--- src/rtl/prbg_pkg.sv ---
// Types and widths shared between the PRBG top and its detection logger.
package prbg_pkg;

    localparam int WIN_W     = 3;
    localparam int TS_W_DEF  = 16;
    localparam int CNT_W_DEF = 16;
    localparam int DEPTH_DEF = 8;
    localparam int ENTRY_W   = TS_W_DEF + WIN_W;

    typedef struct packed {
        logic [TS_W_DEF-1:0] ts;
        logic [WIN_W-1:0]    bits;
    } log_entry_t;

    function automatic int entry_width(input int ts_w);
        return ts_w + WIN_W;
    endfunction

endpackage

--- src/rtl/prbg_log_fifo.sv ---
// Synchronous DEPTH x W FIFO; registered write, combinational head read.
// Pushes while full are accepted only when a pop frees the slot in the same cycle.
module prbg_log_fifo #(
    parameter int DEPTH = 8,
    parameter int W     = 19
) (
    input  logic                     clk,
    input  logic                     res,
    input  logic                     push,
    input  logic                     pop,
    input  logic [W-1:0]             wr_dat,
    output logic [W-1:0]             rd_dat,
    output logic [$clog2(DEPTH):0]   level,
    output logic                     full,
    output logic                     empty
);

    localparam int PTR_W = $clog2(DEPTH);
    localparam int LVL_W = PTR_W + 1;

    logic [W-1:0]     mem_q [DEPTH];
    logic [PTR_W-1:0] wr_ptr_q, wr_ptr_d;
    logic [PTR_W-1:0] rd_ptr_q, rd_ptr_d;
    logic [LVL_W-1:0] level_q, level_d;
    logic             push_ok, pop_ok;

    assign empty   = (level_q == '0);
    assign full    = (level_q == LVL_W'(DEPTH));
    assign pop_ok  = pop & ~empty;
    assign push_ok = push & (~full | pop_ok);

    always_comb begin
        wr_ptr_d = wr_ptr_q;
        rd_ptr_d = rd_ptr_q;
        level_d  = level_q;
        if (push_ok) wr_ptr_d = wr_ptr_q + PTR_W'(1);
        if (pop_ok)  rd_ptr_d = rd_ptr_q + PTR_W'(1);
        case ({push_ok, pop_ok})
            2'b10:   level_d = level_q + LVL_W'(1);
            2'b01:   level_d = level_q - LVL_W'(1);
            default: level_d = level_q;
        endcase
    end

    always_ff @(posedge clk) begin
        if (res) begin
            wr_ptr_q <= '0;
            rd_ptr_q <= '0;
            level_q  <= '0;
        end else begin
            wr_ptr_q <= wr_ptr_d;
            rd_ptr_q <= rd_ptr_d;
            level_q  <= level_d;
        end
    end

    // Storage needs no reset: the level counter alone says what is valid.
    always_ff @(posedge clk) begin
        if (push_ok) mem_q[wr_ptr_q] <= wr_dat;
    end

    assign rd_dat = mem_q[rd_ptr_q];
    assign level  = level_q;

endmodule

--- src/rtl/detect_event_logger.sv ---
// Timestamps PRBG detections into a FIFO drained by valid/ready; keeps saturating hit stats.
// Optional DROP_COUNT_EN adds a saturating count of pushes lost to a full FIFO.
module detect_event_logger
    import prbg_pkg::*;
#(
    parameter int TS_W  = TS_W_DEF,
    parameter int DEPTH = DEPTH_DEF,
    parameter int CNT_W = CNT_W_DEF
) (
    input  logic                     clk,
    input  logic                     res,
    input  logic                     enable,
    input  logic                     clr_stats,
    input  logic                     detect_in,
    input  logic [WIN_W-1:0]         bits_in,
    output logic                     rd_valid,
    input  logic                     rd_ready,
    output logic [TS_W-1:0]          rd_ts,
    output logic [WIN_W-1:0]         rd_bits,
    output logic [$clog2(DEPTH):0]   fifo_level,
`ifdef DROP_COUNT_EN
    output logic [CNT_W-1:0]         drop_count,
`endif
    output logic [CNT_W-1:0]         hit_count,
    output logic                     overflow
);

    localparam int EW = entry_width(TS_W);

    typedef struct packed {
        logic [TS_W-1:0]  ts;
        logic [WIN_W-1:0] bits;
    } entry_t;

    logic [TS_W-1:0]  ts_q, ts_d;
    logic [CNT_W-1:0] hit_q, hit_d;
    logic             ovf_q, ovf_d;
    logic             det, pop, drop, fifo_full, fifo_empty;
    logic [EW-1:0]    fifo_rd_dat;
    entry_t           wr_entry, head;

    assign det      = detect_in & enable;
    assign pop      = rd_valid & rd_ready;
    // A full FIFO still takes the push if the head leaves in the same cycle.
    assign drop     = det & fifo_full & ~pop;
    assign wr_entry = '{ts: ts_q, bits: bits_in};

    always_comb begin
        ts_d  = enable ? ts_q + TS_W'(1) : ts_q;
        hit_d = clr_stats ? '0 : hit_q;
        if (det && hit_d != '1) hit_d = hit_d + CNT_W'(1);
        ovf_d = (clr_stats ? 1'b0 : ovf_q) | drop;
    end

    always_ff @(posedge clk) begin
        if (res) begin
            ts_q  <= '0;
            hit_q <= '0;
            ovf_q <= 1'b0;
        end else begin
            ts_q  <= ts_d;
            hit_q <= hit_d;
            ovf_q <= ovf_d;
        end
    end

`ifdef DROP_COUNT_EN
    logic [CNT_W-1:0] drop_cnt_q, drop_cnt_d;

    always_comb begin
        drop_cnt_d = clr_stats ? '0 : drop_cnt_q;
        if (drop && drop_cnt_d != '1) drop_cnt_d = drop_cnt_d + CNT_W'(1);
    end

    always_ff @(posedge clk) begin
        if (res) drop_cnt_q <= '0;
        else     drop_cnt_q <= drop_cnt_d;
    end

    assign drop_count = drop_cnt_q;
`endif

    prbg_log_fifo #(
        .DEPTH (DEPTH),
        .W     (EW)
    ) u_fifo (
        .clk    (clk),
        .res    (res),
        .push   (det),
        .pop    (pop),
        .wr_dat (wr_entry),
        .rd_dat (fifo_rd_dat),
        .level  (fifo_level),
        .full   (fifo_full),
        .empty  (fifo_empty)
    );

    assign head      = entry_t'(fifo_rd_dat);
    assign rd_valid  = ~fifo_empty;
    assign rd_ts     = fifo_empty ? '0 : head.ts;
    assign rd_bits   = fifo_empty ? '0 : head.bits;
    assign hit_count = hit_q;
    assign overflow  = ovf_q;

endmodule
--- config.mk ---
export PLATFORM = sky130hd
export DESIGN_NAME = detect_event_logger
export DESIGN_NICKNAME = d
export VERILOG_FILES = /design/src/rtl/prbg_pkg.sv /design/src/rtl/prbg_log_fifo.sv /design/src/rtl/detect_event_logger.sv
export SDC_FILE = /design/constraint.sdc
export NUM_CORES = 1
export LEC_CHECK = 0
export BUFFER_PORTS_ARGS = -buffer_cell sky130_fd_sc_hd__buf_2
export CAP_MARGIN = 20
export CORE_MARGIN = 4
export CORE_UTILIZATION = 58
export CTS_BUF_LIST = sky130_fd_sc_hd__clkbuf_16
export DETAILED_ROUTE_END_ITERATION = 10
export PLACE_DENSITY = 0.77
export SETUP_SLACK_MARGIN = 0.4
export SYNTH_ARGS = -nofsm -noshare
export SYNTH_HDL_FRONTEND = slang
export SYNTH_SLANG_ARGS = --single-unit
--- constraint.sdc ---
create_clock -name clk -period 5.69 [get_ports clk]
set_input_delay 0.2845 -clock clk [delete_from_list [all_inputs] [get_ports clk]]
set_output_delay 0.2845 -clock clk [all_outputs]
set_load 0.02 [all_outputs]
Yosys cells after proc, flatten, opt, wreduce, memory -nomap -nowiden

Memories as Yosys holds them, arrays and structs flattened. A register that Yosys moved wholly into a read port is not among the register bits.
Index checks and enable logic that the tools add are counted.

Flip-flop bits (word level): 43
Bits in writable memories: 152
Bits of input ports: 9
Output and inout bits: 41
Word-level logic and storage cells: 41
Memories: 1

Add/subtract/negate cells: 6
Equality and inequality tests: 4
Mux-type cells: 10
Bitwise operators: 11
Reductions and logical operators: 3

Memories:

| name         | depth | bits a word | rd ports | clocked after Yosys merged registers in | wr ports | RTL line            | source |
|---|---|---|---|---|---|---|---|
| u_fifo.mem_q | 8     | 19          | 1        | 1                                       | 1        | prbg_log_fifo.sv:21 | `logic [W-1:0] mem_q [DEPTH];` |

Operators by type and width:

| kind                                                               | number |
|---|---|
| 16-bit 2-to-1 mux                                                  | 3 |
| 16-bit by 1-bit adder with 16-bit output, second input constant    | 2 |
| 16-bit != test, second input constant                              | 1 |
| 3-bit 2-to-1 mux                                                   | 3 |
| 4-bit case mux with 2 select lines                                 | 1 |
| 3-bit by 1-bit adder with 3-bit output, second input constant      | 2 |
| 1-bit bitwise AND                                                  | 6 |
| 4-bit by 1-bit adder with 4-bit output, second input constant      | 1 |
| 4-bit == test, second input constant                               | 1 |
| 4-bit logical NOT                                                  | 1 |
| 4-bit by 1-bit subtractor with 4-bit output, second input constant | 1 |
| 1-bit 2-to-1 mux                                                   | 3 |
| 1-bit NOT                                                          | 3 |
| 2-bit by 1-bit == test with 1-bit output, second input constant    | 1 |
| 2-bit == test, second input constant                               | 1 |
| 1-bit bitwise OR                                                   | 2 |
| 2-bit nonzero test                                                 | 1 |
| 1-bit logical AND                                                  | 1 |

Depth between registers and ports, before layout

Gate-level depths: netlist of the first run.

Word-level depth: 8
Gate-level depth with buffers: 10
Depth with buffers taken out: 8

Hierarchy

From an unflattened synthesis of the first run, not the netlist that was laid out.

Cell total of the unflattened synthesis: 511
Area total of the unflattened synthesis: 8196.6 sq um

Modules (own cells, without submodules):

| module              | instances | cells an instance | area each (sq um) | sequential area each (sq um) |
|---|---|---|---|---|
| prbg_log_fifo       | 1         | 302               | 6478.7            | 4824.6 |
| detect_event_logger | 1         | 209               | 1717.9            | 660.6 |

Worst setup path after synthesis of the first run

No wires, ideal clock.

Path kind: register -> register
Start: reg u_fifo.level_q[1], in the netlist u_fifo.level[1]
End: mem u_fifo.mem_q[4][0], enable pin
Library setup time: 419 ps
Arrival: 2678 ps
Required time: 5271 ps
Slack: 2593 ps
Cell stages (with the launch flop): 6
Buffers on the path: 1
Cells stage by stage: dfxtp_1 clkbuf_1 nor3_1 a21oi_1 nand2_1 nor3_1

Cells in the longest elaborated chain, start to end: 8

RTL lines:

| item                                       | RTL line                                       | source |
|---|---|---|
| start, declared                            | prbg_log_fifo.sv:24                            | `logic [LVL_W-1:0] level_q, level_d;` |
| start signal, assigned                     | prbg_log_fifo.sv:53                            | `level_q <= level_d;` |
| 4-bit logical NOT                          | prbg_log_fifo.sv:27                            | `assign empty = (level_q == '0);` |
| 1-bit NOT                                  | prbg_log_fifo.sv:29, detect_event_logger.sv:99 |  |
| 1-bit bitwise AND                          | detect_event_logger.sv:43                      | `assign pop = rd_valid & rd_ready;` |
| 1-bit bitwise AND                          | prbg_log_fifo.sv:29                            | `assign pop_ok = pop & ~empty;` |
| 1-bit bitwise OR (*)                       | prbg_log_fifo.sv:30                            | `assign push_ok = push & (~full \| pop_ok);` |
| 1-bit bitwise AND (*)                      | prbg_log_fifo.sv:30                            |  |
| 1-bit 2-to-1 mux (*)                       | prbg_log_fifo.sv:59                            | `if (push_ok) mem_q[wr_ptr_q] <= wr_dat;` |
| 1-bit 2-to-1 mux (implied by the code) (*) | prbg_log_fifo.sv:59                            |  |
| end, declared                              | prbg_log_fifo.sv:21                            |  |

Every way passes the cells marked *; elsewhere a longest branch is shown, timed or not.

Worst setup path after layout of the first run

Start: reg u_fifo.level_q[1], in the netlist u_fifo.level[1]
End: mem u_fifo.mem_q[5][11], enable pin

The elaborated chain is that of the path after synthesis.

==> metrics.txt, run 1 <==
hpwl dp=9.55 mm; CP max-delay cell=nor2_2; Peak Freq=364 MHz; Max clock buf depth=2; antenna cells=0; Synth Flop Type=edfxtp_1; area grow syn2layout=12.3%; Period Utilization, post-route=0.483; Die Wd=125 um; DRT iter0 DRCs=390; Setup-failing EPs final=0; crit-path max FO=19; final critical-path required period=2.75 ns; hold buffer count at CTS=0; post-synthesis async set-or-reset flop share=0; hold slack=0.164 ns; vias in the first global route=4416; GPL Wtd Cong=0.875; critical path's top delay family=simple AND/OR/NAND/NOR gates; Vias/cell=6.00; register bit total from synthesis=198; Max rail drop VDD=0.383 mV; share of layout cells above drive strength 1=0.246; Area contributors post-synth=edfxtp_1 57%, dfxtp_1 12%, mux4_2 11%, mux2i_1 3.1%, nor2_1 3.0%; Mapped Nets=515; final antenna-violating net count=0; Req. time, crit path=5.74 ns; Core Util, Final=0.672; Slew HR=0.285; via count=4426; sequential standard cell area=0.00549 sq mm; FP Rows=42; nets@finish=563; crit path DAT=2.80 ns; # port buffers=49; first-pass GRT wire length=24.7 mm; insertion delay to the later sink of the worst-skew pair=0.43 ns; GR Overflow Total=0; unique cell type count in the Yosys netlist=49; Mean Syn Cell Area=16.0 sq um; CP startpoint kind=flip-flop; cts repair resizes=0; Syn. warnings=0; Ports=50; share of the synthesized area in the top cell type=0.571; htree depth=4; PD cells=371 mW/mm^2; Starting Density=0.599; Seq/Total Area, Yosys=0.686; Max stage delay on crit path=0.89 ns; unrepaired setup endpoints after global routing=no; Syn Inst Count=501; WS Path Type=flip-flop to flip-flop; worst path bufs/invs=0; max cap viols=0; largest net degree at the start of global routing=46; DRC viols=0; Die H=125 um; Overall Power=3.33 mW; setup TNS=0 ns; TritonCTS buffer count=17; skew final=0.00762 ns; die area=0.0157 sq mm; clock root buffer=clkbuf_16; overall routing resource usage=0.209; outcome=completed; number of fill cells=916; postcts setup bufs=0; post-synthesis cell area=0.00799 sq mm; final hold vios=0; CTS tree=built; Slew Limit Fails=0; Hold Crit Class=input port to flip-flop; first-pass detailed-route iteration total=7; clk sinks=198; Slew @ Worst Pin=1.07 ns; crit end category=flip-flop; initial antenna violation count=0; core area=0.0133 sq mm; wire length per cell=21.2 um; cell taking the most area after synthesis=edfxtp_1; clock transition at the registers of the reported paths=0.07 ns; LEAKAGE=2.89 nW; Routed Wire Length=15.7 mm; number of flops mapped to enable cells by yosys=152; crit-path cells=nor3_1 > a21oi_1 > nand2_1 > nor2_2; area of the multi-input gates=0.00240 sq mm
-- registers in the layout, indices dropped and copies added, names as in the netlist, named ones only --
signal,flops
overflow,1
ts_q,16
u_fifo.mem_q,152
u_fifo.rd_ptr_q,3
u_fifo.level,4
u_fifo.wr_ptr_q,3
hit_count,16
-- metal layers --
layer  share of wire  track usage  vias up
met5               0            0        -
met4           0.017       0.0804        0
met3           0.063       0.0465       19
met2            0.51        0.333      168
met1            0.41        0.285     2221
li1                -            -     2018
-- cells in the final DEF (no fill, tap or decap), types with 3 or more instances in the layout --
master     Yosys  final
edfxtp_1     152    152
nor2_1        64     58
buf_2          7     49
dfxtp_1       46     45
mux4_2        38     38
mux2i_1       25     25
nand2_1       18     18
clkbuf_16      0     17
xor2_1        16     16
a21oi_1       15     15
nand3_1       13     13
xnor2_1       10     10
nand4_1       10     10
nor2b_1        6      6
nor2_2         0      6
and3_1         6      6
buf_4          1      6
or3_1          5      5
ha_1           5      5
inv_1          2      4
nand2b_1       3      3
nor3_2         1      3
and4_1         3      3
clkinv_4       0      3
clkinv_2       0      3
-- cell usage after synthesis, types with 2 or more instances --
cell type,instances
a31oi_1,2
or3_1,5
o211ai_1,2
and4b_1,2
dfxtp_1,46
nand4_1,10
nand3_1,13
edfxtp_1,152
a21oi_1,15
nand2_1,18
nand2b_1,3
nor3_1,3
mux2i_1,25
buf_1,3
xor2_1,16
and3_1,6
nor3b_1,2
nor2b_1,6
xnor2_1,10
mux4_2,38
nor4_1,3
clkbuf_1,13
buf_2,7
and2_1,2
inv_1,2
mux2_1,2
ha_1,5
o21ai_1,2
a31o_1,2
and4_1,3
buf_6,2
nor2_1,64
-- area by class of cell --
cell class,instances,share of cell area
clock buffer,17,0.0474
timing repair buffer,55,0.0323
clock inverter,15,0.0156
sequential,198,0.611
tap,176,0.0245
inverter,3,0.00125
multi-input combinational,274,0.268
-- cells by family (layout without fill, tap and decap cells) --
logic type | after synthesis | in the layout | synth area share
DFF | 198 | 198 | 0.686
buffers and inverters | 29 | 90 | 0.0171
muxes | 65 | 65 | 0.141
xor gates and xnor gates | 26 | 26 | 0.0285
adders and majority gates | 5 | 5 | 0.00783
AOI/OAI and AO/OA | 32 | 32 | 0.0286
and+or+nand+nor | 146 | 146 | 0.0905
-- path summary, 6_finish.rpt --
check	start	endpoint	slack [ns]	cells after the start
setup / recovery	u_fifo.level[1]	u_fifo.mem_q[5][11]	2.94	4
hold / removal	bits_in[0]	u_fifo.mem_q[2][0]	0.16	1
setup reg to reg	u_fifo.level[1]	u_fifo.mem_q[5][11]	2.94	4
hold reg to reg	u_fifo.rd_ptr_q[1]	u_fifo.rd_ptr_q[1]	0.49	2
-- where the power goes --
| group | internal [mW] | leakage (nW) | switching (mW) |
|---|---|---|---|
| clock | 0.641 | 0.280 | 0.515 |
| sequential | 1.57 | 1.62 | 0.0340 |
| combinational | 0.209 | 0.986 | 0.362 |
-- stage by stage --
stage / cells / setup WS [ns] / area, sq um
after floorplan: 501 / 2.59 / 7990
after global placement: 706 / 3.11 / 8410
after detailed placement: 706 / 2.95 / 8410
after CTS: 738 / 2.89 / 8980
after global routing: 738 / 2.77 / 8980
final: 738 / 2.94 / 8980
No activity file was read; power rests on OpenSTA's default activity.
==> run 2, diff against run 1 <==
--- a/config.mk
+++ b/config.mk
@@ -5,6 +5,7 @@
 export SDC_FILE = /design/constraint.sdc
 export NUM_CORES = 1
 export LEC_CHECK = 0
+export ABC_AREA = 1
 export BUFFER_PORTS_ARGS = -buffer_cell sky130_fd_sc_hd__buf_2
 export CAP_MARGIN = 20
 export CORE_MARGIN = 4
==> constraint.sdc (replaced) <==
create_clock -name clk -period 2.67 [get_ports clk]
set_input_delay 0.1335 -clock clk [delete_from_list [all_inputs] [get_ports clk]]
set_output_delay 0.1335 -clock clk [all_outputs]
set_load 0.02 [all_outputs]
==> run 2 against run 1 <==
Cell count grew 48%; largest power group unchanged; combinational power grew to 3.3 times the previous value; flip-flop and latch count unchanged; largest cell class unchanged; critical path type is now flip-flop to output port; register-to-register slack lost 2.4 ns.
==> metrics.txt, run 2 <==
max cap viols=0 (unchanged); GR peak layer=met2 (unchanged); CTS tree=built (unchanged); final hold vios=0 (unchanged); Req. time, crit path=2.54 ns (was 5.74 ns); Syn. warnings=0 (unchanged); hold slack=0.134 ns (was 0.164 ns); most common cell in the netlist=nor2_1 (was edfxtp_1); first-pass detailed-route iteration total=5 (was 7); htree depth=4 (unchanged); Slew @ Worst Pin=0.641 ns (was 1.07 ns); FP Rows=43 (was 42); die area=0.0166 sq mm (was 0.0157 sq mm); GR met1 Demand/Resource=0.315 (was 0.285); Starting Density=0.601 (was 0.599); Die Wd=129 um (was 125 um); max reg flops=152 (unchanged); Ports=50 (unchanged); post-synthesis cell area=0.00844 sq mm (was 0.00799 sq mm); net switching power=2.41 mW (was 0.911 mW); Max stage delay on crit path=0.40 ns (was 0.89 ns); register bit total from synthesis=198 (unchanged); met2 GRT Util=0.377 (was 0.333); cell taking the most area after synthesis=edfxtp_1 (unchanged); GR Overflow Total=0 (unchanged); unique cell type count in the Yosys netlist=31 (was 49); initial antenna violation count=0 (unchanged); most frequent cells in the layout=165 x nor2_1, 152 x edfxtp_1, 109 x nand2_1 (was 152 x edfxtp_1, 58 x nor2_1, 49 x buf_2); TritonCTS buffer count=17 (unchanged); Logic pwr share=0.244 (was 0.171); number of flops mapped to enable cells by yosys=152 (unchanged); DRC viols=0 (unchanged); crit-path max FO=38 (was 19); clock group share of total power=0.314 (was 0.347); Int Pwr=5.33 mW (was 2.42 mW); # port buffers=49 (unchanged); setup TNS=0 ns (unchanged); Syn Inst Count=832 (was 501); crit-path cells=clkinvlp_4 > buf_12 > o21ai_0 > o22ai_1 > o21ai_1 > a31oi_1 > buf_2 (was nor3_1 > a21oi_1 > nand2_1 > nor2_2); Hold Crit Class=input port to flip-flop (unchanged); antenna cells=0 (unchanged); clk sinks=198 (unchanged); Slew HR=0.572 (was 0.285); share of the synthesized area in the top cell type=0.541 (was 0.571); LEAKAGE=3.62 nW (was 2.89 nW); largest net degree at the start of global routing=77 (was 46); core area=0.0140 sq mm (was 0.0133 sq mm); Setup-failing EPs final=0 (unchanged); hpwl dp=11.5 mm (was 9.55 mm); vias in the first global route=5993 (was 4416); Area contributors post-synth=edfxtp_1 54%, dfxtp_1 11%, nor2_1 7.7%, o21ai_0 6.6%, nand2_1 4.8% (was edfxtp_1 57%, dfxtp_1 12%, mux4_2 11%, mux2i_1 3.1%, nor2_1 3.0%); outcome=completed (unchanged); Synth Flop Type=edfxtp_1 (unchanged); PD cells=796 mW/mm^2 (was 371 mW/mm^2); Max rail drop VDD=0.681 mV (was 0.383 mV); CP startpoint kind=flip-flop (unchanged); final critical-path required period=2.19 ns; part of the power in registers=0.442 (was 0.482); crit end category=output port (was flip-flop); switching share of total power=0.311 (was 0.273); GPL Wtd Cong=0.903 (was 0.875); first-pass GRT wire length=30.0 mm (was 24.7 mm); DRT iter0 DRCs=704 (was 390); most flop-heavy register=u_fifo.mem_q (unchanged); commonest non-fill, non-tap cell in the layout=nor2_1 (was edfxtp_1); overall routing resource usage=0.233 (was 0.209); WS Path Type=flip-flop to output port (was flip-flop to flip-flop); Die H=129 um (was 125 um); Seq/Total Area, Yosys=0.650 (was 0.686); clock transition at the registers of the reported paths=0.07 ns (about the same); Mapped Nets=846 (was 515); worst path bufs/invs=3 (was 0); critical path's top delay family=compound AO/OA/AOI/OAI gates (was simple AND/OR/NAND/NOR gates); via count=6370 (was 4426); area grow syn2layout=15.2% (was 12.3%); crit path DAT=2.05 ns (was 2.80 ns); nets@finish=912 (was 563); share of layout cells above drive strength 1=0.161 (was 0.246); CP max-delay cell=dfxtp_4 (was nor2_2); met3 GRT Util=0.0519 (was 0.0465); wire length per cell=17.6 um (was 21.2 um); Period Utilization, post-route=0.819; Slew Limit Fails=0 (unchanged); post-synthesis async set-or-reset flop share=0 (unchanged); Routed Wire Length=19.2 mm (was 15.7 mm); clock root buffer=clkbuf_16 (unchanged); skew final=0.0107 ns (was 0.00762 ns); most frequent cells after synthesis=173 x nor2_1, 152 x edfxtp_1, 111 x o21ai_0 (was 152 x edfxtp_1, 64 x nor2_1, 46 x dfxtp_1); Max clock buf depth=2 (unchanged); Mean Syn Cell Area=10.1 sq um (was 16.0 sq um); Vias/cell=5.84 (was 6.00); unrepaired setup endpoints after global routing=yes (was no); final antenna-violating net count=0 (unchanged); insertion delay to the later sink of the worst-skew pair=0.44 ns (was 0.43 ns); Peak Freq=457 MHz
-- run 2: final cells by class --
cell class,instances,area (sq um)
Tap cell,180,225
Fill cell,1010,4310
Clock inverter,13,88.8
Clock buffer,19,475
Multi-Input combinational cell,537,2580
Inverter,59,229
Sequential cell,198,5490
Timing Repair Buffer,85,639
-- run 2: worst register-to-register path: stages, from the launching register on --
cell     delay, ns
dfxtp_1       0.39
nor3_1        0.11
nand3_1       0.10
nand2_1       0.15
nor2_1        0.13
inv_1         0.08
buf_4         0.15
nor2_2        0.39
buf_4         0.34
-- run 2: power groups by stage --
stage,clock [mW],sequential (mW),combinational (mW)
finish,2.43,3.42,1.89
global placement,0,3.48,1.66
CTS,2.45,3.42,1.78
detailed placement,0,3.48,1.71
floorplan,0,3.50,1.13
global route,2.61,3.43,2.07
-- run 2: worst paths after layout --
kind / to / slack [ns] / cells after the start / from
worst min register to register: flip-flop / 0.48 / 1 / u_fifo.rd_ptr_q[0]
worst max register to register: u_fifo.mem_q[7][13] / 0.51 / 8 / u_fifo.level[2]
worst max-delay path: rd_ts[7] / 0.48 / 7 / flip-flop
worst min-delay path: overflow / 0.13 / 4 / rd_ready
-- run 2: layer usage --
| layer | wire [um] | share of wire |
|---|---|---|
| met1 | 7980 | 0.42 |
| met4 | 275 | 0.014 |
| met5 | 0 | 0 |
| met2 | 9330 | 0.49 |
| met3 | 1580 | 0.082 |
-- run 2: metrics by stage --
stage / instance area, sq um / instances / utilization / power (mW) / setup slack, ns
floorplan: 8440 / 832 / - / 4.63 / 0.383
global placement: 8950 / 1046 / 0.637 / 5.15 / 0.465
detailed placement: 8950 / 1046 / 0.637 / 5.19 / 0.368
CTS: 9610 / 1085 / 0.684 / 7.65 / 0.357
global route: 9730 / 1091 / 0.693 / 8.11 / 0.342
finish: 9730 / 1091 / 0.693 / 7.74 / 0.482
-- run 2: cell families after synthesis --
family / after synthesis / synth area share
flops: 198 / 0.650
buf+inv: 97 / 0.0471
fa+ha+maj: 5 / 0.00741
xor+xnor: 8 / 0.00830
simple gates: 335 / 0.165
compound gates: 189 / 0.123
-- run 2: what timing repair did --
item | in CTS | in global routing
resized for setup | 4 | 11
gates cloned | 1 | 2
setup buffers | 2 | 4
hold buffers | 4 | 0
pin swaps | 0 | 1
hold endpoints to repair | 23 | 0
endpoints found under the setup margin | 34 | 47
